<file path="src/rtl/frac_div_pkg.sv">
// Shared types and constants for the fractional clock divider controller.
package frac_div_pkg;

  typedef enum logic [1:0] {
    IDLE,
    RUN,
    PEND,
    STOP
  } state_t;

  typedef logic [3:0] ratio_t;

  localparam ratio_t MIN_INT = 4'd2;

endpackage

</file>
<file path="src/rtl/frac_div_core.sv">
// Frame counters and waveform generator: one posedge and one negedge toggle flop
// whose XOR forms clk_out, so only one input of the XOR ever changes at a time.
module frac_div_core
  import frac_div_pkg::*;
#(
  parameter int DEF_INT  = 3,
  parameter int DEF_HALF = 1
) (
  input  logic   clk,
  input  logic   rst,
  input  logic   load,
  input  ratio_t n,
  input  logic   h,
  input  logic   run,
  output logic   clk_out,
  output logic   wrap
);

  ratio_t     cur_n;
  logic       cur_h;
  logic [4:0] cnt;
  logic [4:0] cnt_nxt;
  logic [4:0] last;
  logic       active;
  logic       go;
  logic       pos_lvl;
  logic       neg_lvl;
  logic       pos_t;
  logic       neg_t;

  // Level of half-cycle hidx within a frame (even = after posedge, odd = after negedge).
  function automatic logic half_level(input logic [6:0] hidx, input ratio_t nr, input logic hf);
    logic [6:0] n7;
    n7 = {3'b000, nr};
    if (!hf) return hidx < n7;
    return (hidx <= n7) || ((hidx > n7 + n7) && (hidx < n7 + n7 + n7 + 7'd2));
  endfunction

  always_comb begin
    last = cur_h ? {cur_n, 1'b0} : ({1'b0, cur_n} - 5'd1);
    wrap = active && (cnt == last);
    if (!active || wrap) begin
      cnt_nxt = '0;
      go      = run;
    end else begin
      cnt_nxt = cnt + 5'd1;
      go      = 1'b1;
    end
    pos_lvl = go && half_level({1'b0, cnt_nxt, 1'b0}, cur_n, cur_h);
    neg_lvl = active && half_level({1'b0, cnt, 1'b1}, cur_n, cur_h);
  end

  always_ff @(posedge clk or posedge rst) begin
    if (rst) begin
      cur_n  <= ratio_t'(DEF_INT);
      cur_h  <= 1'(DEF_HALF);
      cnt    <= '0;
      active <= 1'b0;
      pos_t  <= 1'b0;
    end else begin
      if (load) begin
        cur_n <= n;
        cur_h <= h;
      end
      cnt    <= go ? cnt_nxt : 5'd0;
      active <= go;
      pos_t  <= neg_t ^ pos_lvl;
    end
  end

  always_ff @(negedge clk or posedge rst) begin
    if (rst) neg_t <= 1'b0;
    else     neg_t <= pos_t ^ neg_lvl;
  end

  assign clk_out = pos_t ^ neg_t;

endmodule

</file>
<file path="src/rtl/frac_div_ctrl.sv">
// Divider control: ratio request handshake, pending ratio, start/stop FSM
// that only switches ratio or halts the core on a frame boundary.
module frac_div_ctrl
  import frac_div_pkg::*;
#(
  parameter int DEF_INT  = 3,
  parameter int DEF_HALF = 1
) (
  input  logic       clk,
  input  logic       rst,
  input  logic       enable,
  input  logic       cfg_valid,
  output logic       cfg_ready,
  input  logic [3:0] cfg_int,
  input  logic       cfg_half,
  output logic       clk_out,
  output logic       frame_strobe,
  output logic       busy,
  output logic       cfg_err
);

  state_t state;
  state_t state_nxt;
  ratio_t pend_n;
  logic   pend_h;
  ratio_t ld_n;
  logic   ld_h;
  logic   load;
  logic   capture;
  logic   hs;
  logic   legal;
  logic   run;
  logic   wrap;

  assign cfg_ready = (state == IDLE) || (state == RUN);
  assign busy      = (state == PEND) || (state == STOP);
  assign run       = (state == RUN) || (state == PEND);
  assign hs        = cfg_valid && cfg_ready;
  assign legal     = cfg_int >= MIN_INT;

  always_ff @(posedge clk or posedge rst) begin
    if (rst) begin
      state        <= IDLE;
      frame_strobe <= 1'b0;
      cfg_err      <= 1'b0;
    end else begin
      state        <= state_nxt;
      frame_strobe <= wrap && run;
      cfg_err      <= hs && !legal;
    end
  end

  always_ff @(posedge clk) begin
    if (capture) begin
      pend_n <= cfg_int;
      pend_h <= cfg_half;
    end
  end

  // A dropped enable wins over any request or pending ratio.
  always_comb begin
    state_nxt = state;
    load      = 1'b0;
    capture   = 1'b0;
    ld_n      = pend_n;
    ld_h      = pend_h;
    unique case (state)
      IDLE: begin
        if (hs && legal) begin
          load = 1'b1;
          ld_n = cfg_int;
          ld_h = cfg_half;
        end
        if (enable) state_nxt = RUN;
      end
      RUN: begin
        if (!enable) begin
          state_nxt = STOP;
        end else if (hs && legal) begin
          state_nxt = PEND;
          capture   = 1'b1;
        end
      end
      PEND: begin
        if (!enable) begin
          state_nxt = STOP;
        end else if (wrap) begin
          state_nxt = RUN;
          load      = 1'b1;
        end
      end
      STOP: begin
        if (wrap) state_nxt = IDLE;
      end
      default: state_nxt = IDLE;
    endcase
  end

  frac_div_core #(
    .DEF_INT (DEF_INT),
    .DEF_HALF(DEF_HALF)
  ) u_core (
    .clk    (clk),
    .rst    (rst),
    .load   (load),
    .n      (ld_n),
    .h      (ld_h),
    .run    (run),
    .clk_out(clk_out),
    .wrap   (wrap)
  );

endmodule

</file>
<file path="config.mk">
export PLATFORM = sky130hd
export DESIGN_NAME = frac_div_ctrl
export DESIGN_NICKNAME = d
export VERILOG_FILES = /design/src/rtl/frac_div_pkg.sv /design/src/rtl/frac_div_core.sv /design/src/rtl/frac_div_ctrl.sv
export SDC_FILE = /design/constraint.sdc
export NUM_CORES = 1
export LEC_CHECK = 0
export ABC_AREA = 1
export ABC_CLOCK_PERIOD_IN_PS = 4920
export BUFFER_PORTS_ARGS = -buffer_cell sky130_fd_sc_hd__buf_2
export CAP_MARGIN = 20
export CORE_MARGIN = 8
export CORE_UTILIZATION = 60
export CTS_CLUSTER_DIAMETER = 60
export DETAILED_ROUTE_END_ITERATION = 16
export PLACE_DENSITY_LB_ADDON = 0.25
export RECOVER_POWER = 50
export SYNTH_ARGS = -nofsm -noshare
export SYNTH_HDL_FRONTEND = slang
export SYNTH_SLANG_ARGS = --single-unit
export TNS_END_PERCENT = 20
</file>
<file path="constraint.sdc">
create_clock -name clk -period 4.92 [get_ports clk]
set_clock_uncertainty 0.2 [all_clocks]
set_input_delay 0 -clock clk [delete_from_list [all_inputs] [get_ports clk]]
set_output_delay 0 -clock clk [all_outputs]
set_load 0.03 [all_outputs]
</file>
==> impl_metrics.json, run 1 <==
{
  "ios": 14,
  "clock_sinks": 22,
  "synth_cell_types": 36,
  "syn_inst": 251,
  "rows": 21,
  "failed_checks": "setup timing",
  "critPathKind": "reg2reg",
  "cts_root_buf": "clkbuf_4",
  "dr.pass1.iters": 5,
  "dp_slack_ns": -0.405,
  "yosysSeqAreaShare_pct": 28.9,
  "diodes": 0,
  "syn_nets": 298,
  "worst_pin_slew_ns": 0.656,
  "grt_overflow": 0,
  "avgRoutedWirePerCell_um": 13.6,
  "fillers": 277,
  "drive_above_1_share_pct": 18.0,
  "grt_max_degree": 18,
  "grt_pass1_wl_um": 8130,
  "via_per_inst": 5.26,
  "syn-cell-area_mm2": 0.00201,
  "post_cts_buffers": 0,
  "setup_slack_ns": -0.408,
  "syn_to_final_growth_pct": 18.8,
  "vias": 1763,
  "synth-edff-count": 5,
  "fp.dieH_um": 73.8,
  "fin_nets": 337,
  "start_util_pct": 61.1,
  "outcome": "complete, but fails checks",
  "die_w_um": 73.8,
  "postRouteWirelength_um": 4540,
  "hpwl_um": 3420,
  "grt_pass1_vias": 1791,
  "synth.top_cell.area_share_pct": 22.4,
  "crit_fanout": 4,
  "synth.area.top_cells": "ha_1 22%, dfrtp_1 16%, nand2_1 11%",
  "hold_class": "in2reg",
  "htreeDepth": 1,
  "rsz0062_at_grt": "true",
  "maxSlewHeadroom_pct": 56.2,
  "setup_violations": 1,
  "async_reset_ff_share_pct": 77.3,
  "drtIter0Drc": 86,
  "synthTopCellsByCount": "57 x nand2_1, 38 x inv_1, 36 x ha_1, 25 x nand3_1",
  "clkTransAtPathRegs_ns": 0.12,
  "drc_errors": 0,
  "crit_path_end_kind": "flip-flop",
  "synth_top_area_cell": "ha_1",
  "hold_viol_final": 0,
  "crit_required_ns": 2.43,
  "ant_nets": 0,
  "start_kind": "flip-flop",
  "cts_made_buffers": 3,
  "die_area_mm2": 0.00545,
  "syn_avg_cell_area_um2": 8.00,
  "cap_violations": 0,
  "synthFlopType": "dfrtp_1",
  "cts_tree": "done",
  "core_area_mm2": 0.00328,
  "post-synth-top-count-cell": "nand2_1",
  "yosysWarnings": 0,
  "place.gp.congestion": 0.917,
  "ys_ff_latch": 22,
  "antenna_found_initial": 0,
  "clock_latency_ns": 0.32,
  "tns_ns": -0.408,
  "arrival_ns": 2.84,
  "portBuffers": 13,
  "clock_path_buffers": 2,
  "slew_viol_final": 0,
  "grt_usage_pct": 19.3
}
[routing by layer]
metal | up-vias | global-route usage, % | part of all wire (%)
met5 | - | 0 | 0
met4 | 0 | 5.99 | 2.0
met3 | 9 | 3.41 | 4.5
met2 | 40 | 35.0 | 51
met1 | 810 | 22.0 | 42
li1 | 904 | - | -
[cells in the final DEF, fill, tap and decap left out, drive strengths merged]
cell type	Yosys	routed
nand2	60	60
or2	3	3
o21ai	14	14
dfrtp	13	13
nor3	2	2
nand3	25	25
xnor2	1	1
dfstp	3	3
o211ai	1	1
a21boi	1	1
dfrtn	1	1
a21oi	11	11
o22ai	1	1
nand4	3	3
nor4	1	1
mux2	3	3
xor2	4	4
nor2	14	14
nand3b	1	1
ha	36	36
bufinv	0	1
mux2i	1	1
o21a	1	1
fa	2	2
dlygate4sd3	0	8
buf	1	20
a2111oi	1	1
clkbuf	0	10
a31oi	1	1
edfxtp	5	5
inv	41	41
[sequential cells by signal, indices dropped and copies added (netlist names)]
signal,flops
u_core.cur_h,1
pend_n,4
u_core.pos_t,1
state,2
u_core.active,1
cfg_err,1
frame_strobe,1
u_core.neg_t,1
u_core.cnt,5
u_core.cur_n,4
pend_h,1
[worst paths after layout]
check | startpoint | slack, ns | depth (start not counted) | endpoint
min in group asynchronous | rst | 0.12 | 3 | state[0]$_DFFE_PP0P_
worst min register to register | pend_n[1]$_DFFE_PP_ | 0.39 | 4 | u_core.cur_n[1]$_DFFE_PP1P_
worst max register to register | u_core.cur_n[1]$_DFFE_PP1P_ | -0.41 | 14 | u_core.neg_t$_DFF_NP0_
worst max-delay path | u_core.cur_n[1]$_DFFE_PP1P_ | -0.41 | 14 | u_core.neg_t$_DFF_NP0_
max in group asynchronous | rst | 1.59 | 3 | u_core.neg_t$_DFF_NP0_
worst min-delay path | cfg_valid | 0.07 | 5 | pend_n[3]$_DFFE_PP_
[critical path, cell delays in order (launching register included)]
cell and delay [ns]:
dfstp_2 0.58, inv_4 0.05, ha_4 0.27, ha_4 0.13, inv_2 0.03, fa_1 0.45, ha_1 0.28, a21boi_1 0.13
o21a_1 0.17, o21ai_1 0.11, nand2_1 0.08, nand3_2 0.08, nand3_2 0.05, nand2_1 0.07, nand2_1 0.04
[logic make-up after synthesis]
| kind of cell | Yosys count | share of synthesized area [%] |
|---|---|---|
| AO/OA/AOI/OAI | 31 | 9.17 |
| adder cells (fa/ha/maj) | 38 | 24.4 |
| AND/OR/NAND/NOR | 109 | 24.6 |
| flip-flops | 22 | 28.9 |
| buffers and inverters | 42 | 8.60 |
| XOR/XNOR | 5 | 2.18 |
| multiplexers | 4 | 2.18 |
[layout make-up]
type / instances / area, µm² / area share (%)
Sequential cell: 22 / 579 / 24.3
Tap cell: 46 / 57.6 / 2.41
Multi-Input combinational cell: 187 / 1290 / 54.1
Clock buffer: 3 / 22.5 / 0.944
Timing Repair Buffer: 35 / 241 / 10.1
Inverter: 41 / 164 / 6.87
Clock inverter: 1 / 30.0 / 1.26
[per-stage QoR]
stage               util, %  hold slack (ns)  area [µm²]  cells
floorplan                 -           -0.276        2020    251
global placement       68.2          -0.0908        2240    323
detailed placement     68.2          -0.0873        2240    323
CTS                    72.7           0.0474        2390    335
global route           72.6           0.0837        2380    335
finish                 72.6           0.0722        2380    335
[repair_timing]
action	4_1_cts	5_1_grt
endpoints found under the setup margin	1	1
gates resized for setup	2	4
hold endpoints to repair	34	0
hold buffers	8	0
Power of run 1 is left out: the tool's default activity adds up to more than one toggle a clock period on the data nets, which glitch-free logic cannot reach.
==> run 2, diff against run 1 <==
ABC_AREA = default   (was 1)
==> impl_metrics.json, run 2 <==
{
  "drc_errors": 0,
  "critPathMaxStageDelay_ns": 0.58,
  "grt_max_degree": 18,
  "hold_slack_ns": 0.231,
  "final_cell_mix": "34 x ha_1, 18 x nor2_1, 15 x inv_1, 14 x buf_4, 13 x dfrtp_1",
  "critical_path_buf_inv_count": 2,
  "cts_tree": "done",
  "top_layer_used": "met4",
  "synth-edff-count": 5,
  "critPathKind": "reg2reg",
  "clkTransAtPathRegs_ns": 0.12,
  "async_reset_ff_share_pct": 77.3,
  "crit_fanout": 3,
  "core_area_mm2": 0.00331,
  "rsz0062_at_grt": "true",
  "slew_viol_final": 0,
  "synthFlopType": "dfrtp_1",
  "vias": 1761,
  "largest_reg_flops": 5,
  "syn-cell-area_mm2": 0.00207,
  "hold_class": "in2reg",
  "postRouteWirelength_um": 4870,
  "antenna_found_initial": 0,
  "cp_cell_sequence": "inv_4 -> ha_4 -> ha_4 -> inv_2 -> fa_1 -> ha_1 -> o21a_1 -> o21a_1 -> o21a_1 -> o41ai_2 -> xor2_1",
  "cpMostUsedCell": "o21a_1",
  "drtIter0Drc": 119,
  "cts_made_buffers": 3,
  "top_regs": "u_core.cnt: 5 flops, pend_n: 4 flops, u_core.cur_n: 4 flops",
  "top_register": "u_core.cnt",
  "synthTopCellsByCount": "36 x ha_1, 19 x inv_1, 18 x nor2_1, 13 x dfrtp_1, 12 x a21oi_1",
  "synth.top_cell.area_share_pct": 21.8,
  "ios": 14,
  "cap_violations": 0,
  "critPathTopFamily": "adder cells",
  "cts_root_buf": "clkbuf_4",
  "yosysWarnings": 0,
  "start_util_pct": 62.4,
  "rows": 21,
  "via_per_inst": 5.95,
  "htreeDepth": 1,
  "arrival_ns": 2.93,
  "place.gp.congestion": 0.942,
  "syn_avg_cell_area_um2": 9.53,
  "post-synth-top-count-cell": "ha_1",
  "grt_pass1_vias": 1805,
  "failed_checks": "setup timing",
  "outcome": "complete, but fails checks",
  "setup_violations": 1,
  "post_cts_buffers": 0,
  "synth_top_area_cell": "ha_1",
  "clock_latency_ns": 0.31,
  "start_kind": "flip-flop",
  "grt_pass1_wl_um": 8370,
  "portBuffers": 13,
  "syn_to_final_growth_pct": 15.9,
  "wl_met1_um": 2100,
  "drive_above_1_share_pct": 18.0,
  "diodes": 0,
  "fp.dieH_um": 74.7,
  "grt_usage_pct": 19.0,
  "avgRoutedWirePerCell_um": 16.4,
  "yosysSeqAreaShare_pct": 28.0,
  "maxSlewHeadroom_pct": 36.0,
  "dr.pass1.iters": 4,
  "slowest_stage": "dfstp_2",
  "wl_met3_um": 191,
  "ant_nets": 0,
  "setup_slack_ns": -0.526,
  "crit_required_ns": 2.40,
  "die_area_mm2": 0.00558,
  "hold_viol_final": 0,
  "crit_path_end_kind": "flip-flop",
  "worst_pin_slew_ns": 0.961,
  "clock_sinks": 22,
  "ys_ff_latch": 22,
  "hpwl_um": 3840,
  "die_w_um": 74.7,
  "layout_commonest_cell": "ha_1",
  "synth_cell_types": 55,
  "wl_met2_um": 2530,
  "fin_nets": 298,
  "clock_path_buffers": 2,
  "syn_nets": 264,
  "synth.area.top_cells": "ha_1 22%, dfrtp_1 16%, edfxtp_1 7.3%",
  "syn_inst": 217,
  "grt_overflow": 0
}
==> run 2: repair_timing <==
item / CTS / global route
hold buffers: 8 / 0
setup endpoints to repair: 1 / 1
endpoints found under the hold margin: 34 / 0
resized for setup: 1 / 0
pin swaps: 3 / 0
==> run 2: cell type report <==
| class | instances | area (µm²) |
|---|---|---|
| tap | 46 | 57.6 |
| clock buffer | 4 | 26.3 |
| multi-input combinational | 169 | 1410 |
| inverter | 19 | 76.3 |
| fill | 268 | 915 |
| timing repair buffer | 36 | 246 |
| sequential | 22 | 579 |
==> run 2: per-layer routing <==
metal  global-route usage, %  up-vias
met1                    22.7      863
met3                    2.53        6
met2                    34.5       42
met4                    5.22        0
li1                        -      850
met5                       0        -
==> run 2: cells by family after synthesis <==
group,share of synthesized area (%)
compound gates,19.0
xor+xnor,5.08
fa+ha+maj,23.7
buf+inv,5.33
flops,28.0
mux,2.97
simple gates,15.9
==> run 2: worst paths after layout <==
kind	from	endpoint	slack, ns	depth (start not counted)
worst max-delay path	u_core.cur_n[1]$_DFFE_PP1P_	u_core.neg_t$_DFF_NP0_	-0.53	11
worst min register to register	pend_h$_DFFE_PP_	u_core.cur_h$_DFFE_PP1P_	0.37	2
worst min-delay path	cfg_int[0]	pend_n[0]$_DFFE_PP_	0.23	2
max in group asynchronous	rst	u_core.neg_t$_DFF_NP0_	1.27	4
worst max register to register	u_core.cur_n[1]$_DFFE_PP1P_	u_core.neg_t$_DFF_NP0_	-0.53	11
min in group asynchronous	rst	u_core.cur_n[2]$_DFFE_PP0P_	0.29	4
==> run 2: worst register-to-register path: stages, from the launching register on <==
cell     delay, ns
dfstp_2       0.58
inv_4         0.05
ha_4          0.27
ha_4          0.13
inv_2         0.03
fa_1          0.46
ha_1          0.29
o21a_1        0.11
o21a_1        0.16
o21a_1        0.18
o41ai_2       0.25
xor2_1        0.11
==> run 2: stage by stage <==
| stage | std cells | worst slack [ns] | area (µm²) | util (%) | setup TNS [ns] |
|---|---|---|---|---|---|
| global placement | 284 | -0.482 | 2300 | 69.5 | -0.482 |
| detailed placement | 284 | -0.581 | 2300 | 69.5 | -0.581 |
| finish | 296 | -0.526 | 2400 | 72.4 | -0.526 |
| global route | 296 | -0.674 | 2400 | 72.4 | -0.674 |
| floorplan | 217 | -0.524 | 2100 | - | -0.524 |
| CTS | 296 | -0.532 | 2410 | 72.7 | -0.532 |
Power of run 2 is left out for the same reason.
==> run 3, diff against run 2 <==
--- a/config.mk
+++ b/config.mk
@@ -13,4 +13,5 @@
 export CTS_CLUSTER_DIAMETER = 60
 export DETAILED_ROUTE_END_ITERATION = 16
+export GPL_ROUTABILITY_DRIVEN = 0
 export PLACE_DENSITY_LB_ADDON = 0.25
 export RECOVER_POWER = 50
==> constraint.sdc (replaced) <==
create_clock -name clk -period 4.92 [get_ports clk]
set_clock_uncertainty 0.2 [all_clocks]
set_input_delay 0.738 -clock clk [delete_from_list [all_inputs] [get_ports clk]]
set_output_delay 0.738 -clock clk [all_outputs]
set_load 0.03 [all_outputs]
==> impl_metrics.json, run 3 (same netlist as run 2, synthesis figures left out) <==
{
  "layout_commonest_cell": "ha_1",
  "die_w_um": 74.7,
  "die_area_mm2": 0.00558,
  "drtIter0Drc": 140,
  "grt_pass1_vias": 1782,
  "grt_usage_pct": 18.1,
  "via_per_inst": 6.01,
  "hold_class": "reg2reg",
  "crit_path_end_kind": "flip-flop",
  "ios": 14,
  "fin_cells": 288,
  "drc_errors": 0,
  "regArea_um2": 579,
  "hold_viol_final": 0,
  "final_cell_mix": "33 x ha_1, 18 x nor2_1, 15 x inv_1, 14 x buf_4, 13 x dfrtp_1",
  "slew_viol_final": 0,
  "core_area_mm2": 0.00331,
  "ant_nets": 0,
  "dp_slack_ns": -0.538,
  "vias": 1732,
  "dp_cells": 283,
  "grt_max_degree": 18,
  "tns_ns": -0.524,
  "top_register": "u_core.cnt",
  "crit_fanout": 3,
  "dr.pass1.iters": 4,
  "rows": 21,
  "drive_above_1_share_pct": 19.0,
  "setup_slack_ns": -0.524,
  "syn_to_final_growth_pct": 12.2,
  "start_kind": "flip-flop",
  "setup_violations": 1,
  "postRouteWirelength_um": 4670,
  "clock_sinks": 22,
  "top_regs": "u_core.cnt: 5 flops, pend_n: 4 flops, u_core.cur_n: 4 flops",
  "maxSlewHeadroom_pct": 37.5,
  "grt_overflow": 0,
  "diodes": 0,
  "htreeDepth": 1,
  "failed_checks": "setup timing",
  "antenna_found_initial": 0,
  "outcome": "complete, but fails checks",
  "hpwl_um": 3740,
  "clock_path_buffers": 2,
  "multi_input_area_mm2": 0.00141,
  "crit_required_ns": 2.38,
  "final_util_pct": 70.0,
  "clock_latency_ns": 0.30,
  "cts_made_buffers": 3,
  "worst_pin_slew_ns": 0.937,
  "portBuffers": 13,
  "fillers": 280,
  "avgRoutedWirePerCell_um": 16.2,
  "grt_pass1_wl_um": 8050,
  "start_util_pct": 62.4,
  "fp.dieH_um": 74.7,
  "cts_hold_buf": 0,
  "cts_root_buf": "clkbuf_4",
  "largest_reg_flops": 5,
  "clkTransAtPathRegs_ns": 0.12,
  "cap_violations": 0,
  "cts_tree": "done",
  "arrival_ns": 2.91,
  "rsz0062_at_grt": "true",
  "fin_nets": 290,
  "critPathKind": "reg2reg"
}
-- run 3: final cells by class --
cell class	instances	area share, %
clock buffer	4	1.13
inverter	19	3.29
multi-input combinational	169	60.9
sequential	22	25.0
tap	46	2.48
timing repair buffer	28	7.18
-- run 3: timing repair --
| item | in CTS | in global routing |
|---|---|---|
| gates resized for setup | 2 | 0 |
| endpoints found under the setup margin | 1 | 1 |
| pin swaps | 7 | 1 |
| buffers inserted | 1 | 0 |
-- run 3: stage by stage --
| stage | instance area (µm²) | hold WS, ns |
|---|---|---|
| floorplan | 2100 | 0.318 |
| global placement | 2290 | 0.328 |
| detailed placement | 2290 | 0.352 |
| CTS | 2330 | 0.217 |
| global route | 2320 | 0.410 |
| finish | 2320 | 0.371 |
-- run 3: worst max-delay path, cell delays in order, from the launching register on --
cell,delay (ns)
dfstp_2,0.57
inv_4,0.05
ha_4,0.26
ha_4,0.12
inv_2,0.03
fa_1,0.46
ha_1,0.28
o21a_1,0.10
o21a_1,0.16
o21a_1,0.19
o41ai_2,0.23
xor2_1,0.15
-- run 3: routing by layer --
layer	vias up	part of all wire (%)	global-route usage, %
met1	834	46	22.6
met4	0	1.4	3.70
met3	10	4.0	2.00
met5	-	0	0
li1	841	-	-
met2	47	48	32.4
-- run 3: final timing paths --
check	startpoint	to	slack (ns)	cells past startpoint
worst max register to register	u_core.cur_n[1]$_DFFE_PP1P_	u_core.neg_t$_DFF_NP0_	-0.52	11
worst min-delay path	pend_h$_DFFE_PP_	u_core.cur_h$_DFFE_PP1P_	0.37	2
min in group asynchronous	rst	u_core.cur_n[2]$_DFFE_PP0P_	0.48	3
worst min register to register	pend_h$_DFFE_PP_	u_core.cur_h$_DFFE_PP1P_	0.37	2
worst max-delay path	u_core.cur_n[1]$_DFFE_PP1P_	u_core.neg_t$_DFF_NP0_	-0.52	11
max in group asynchronous	rst	u_core.neg_t$_DFF_NP0_	1.09	3
Power of run 3 is left out for the same reason.
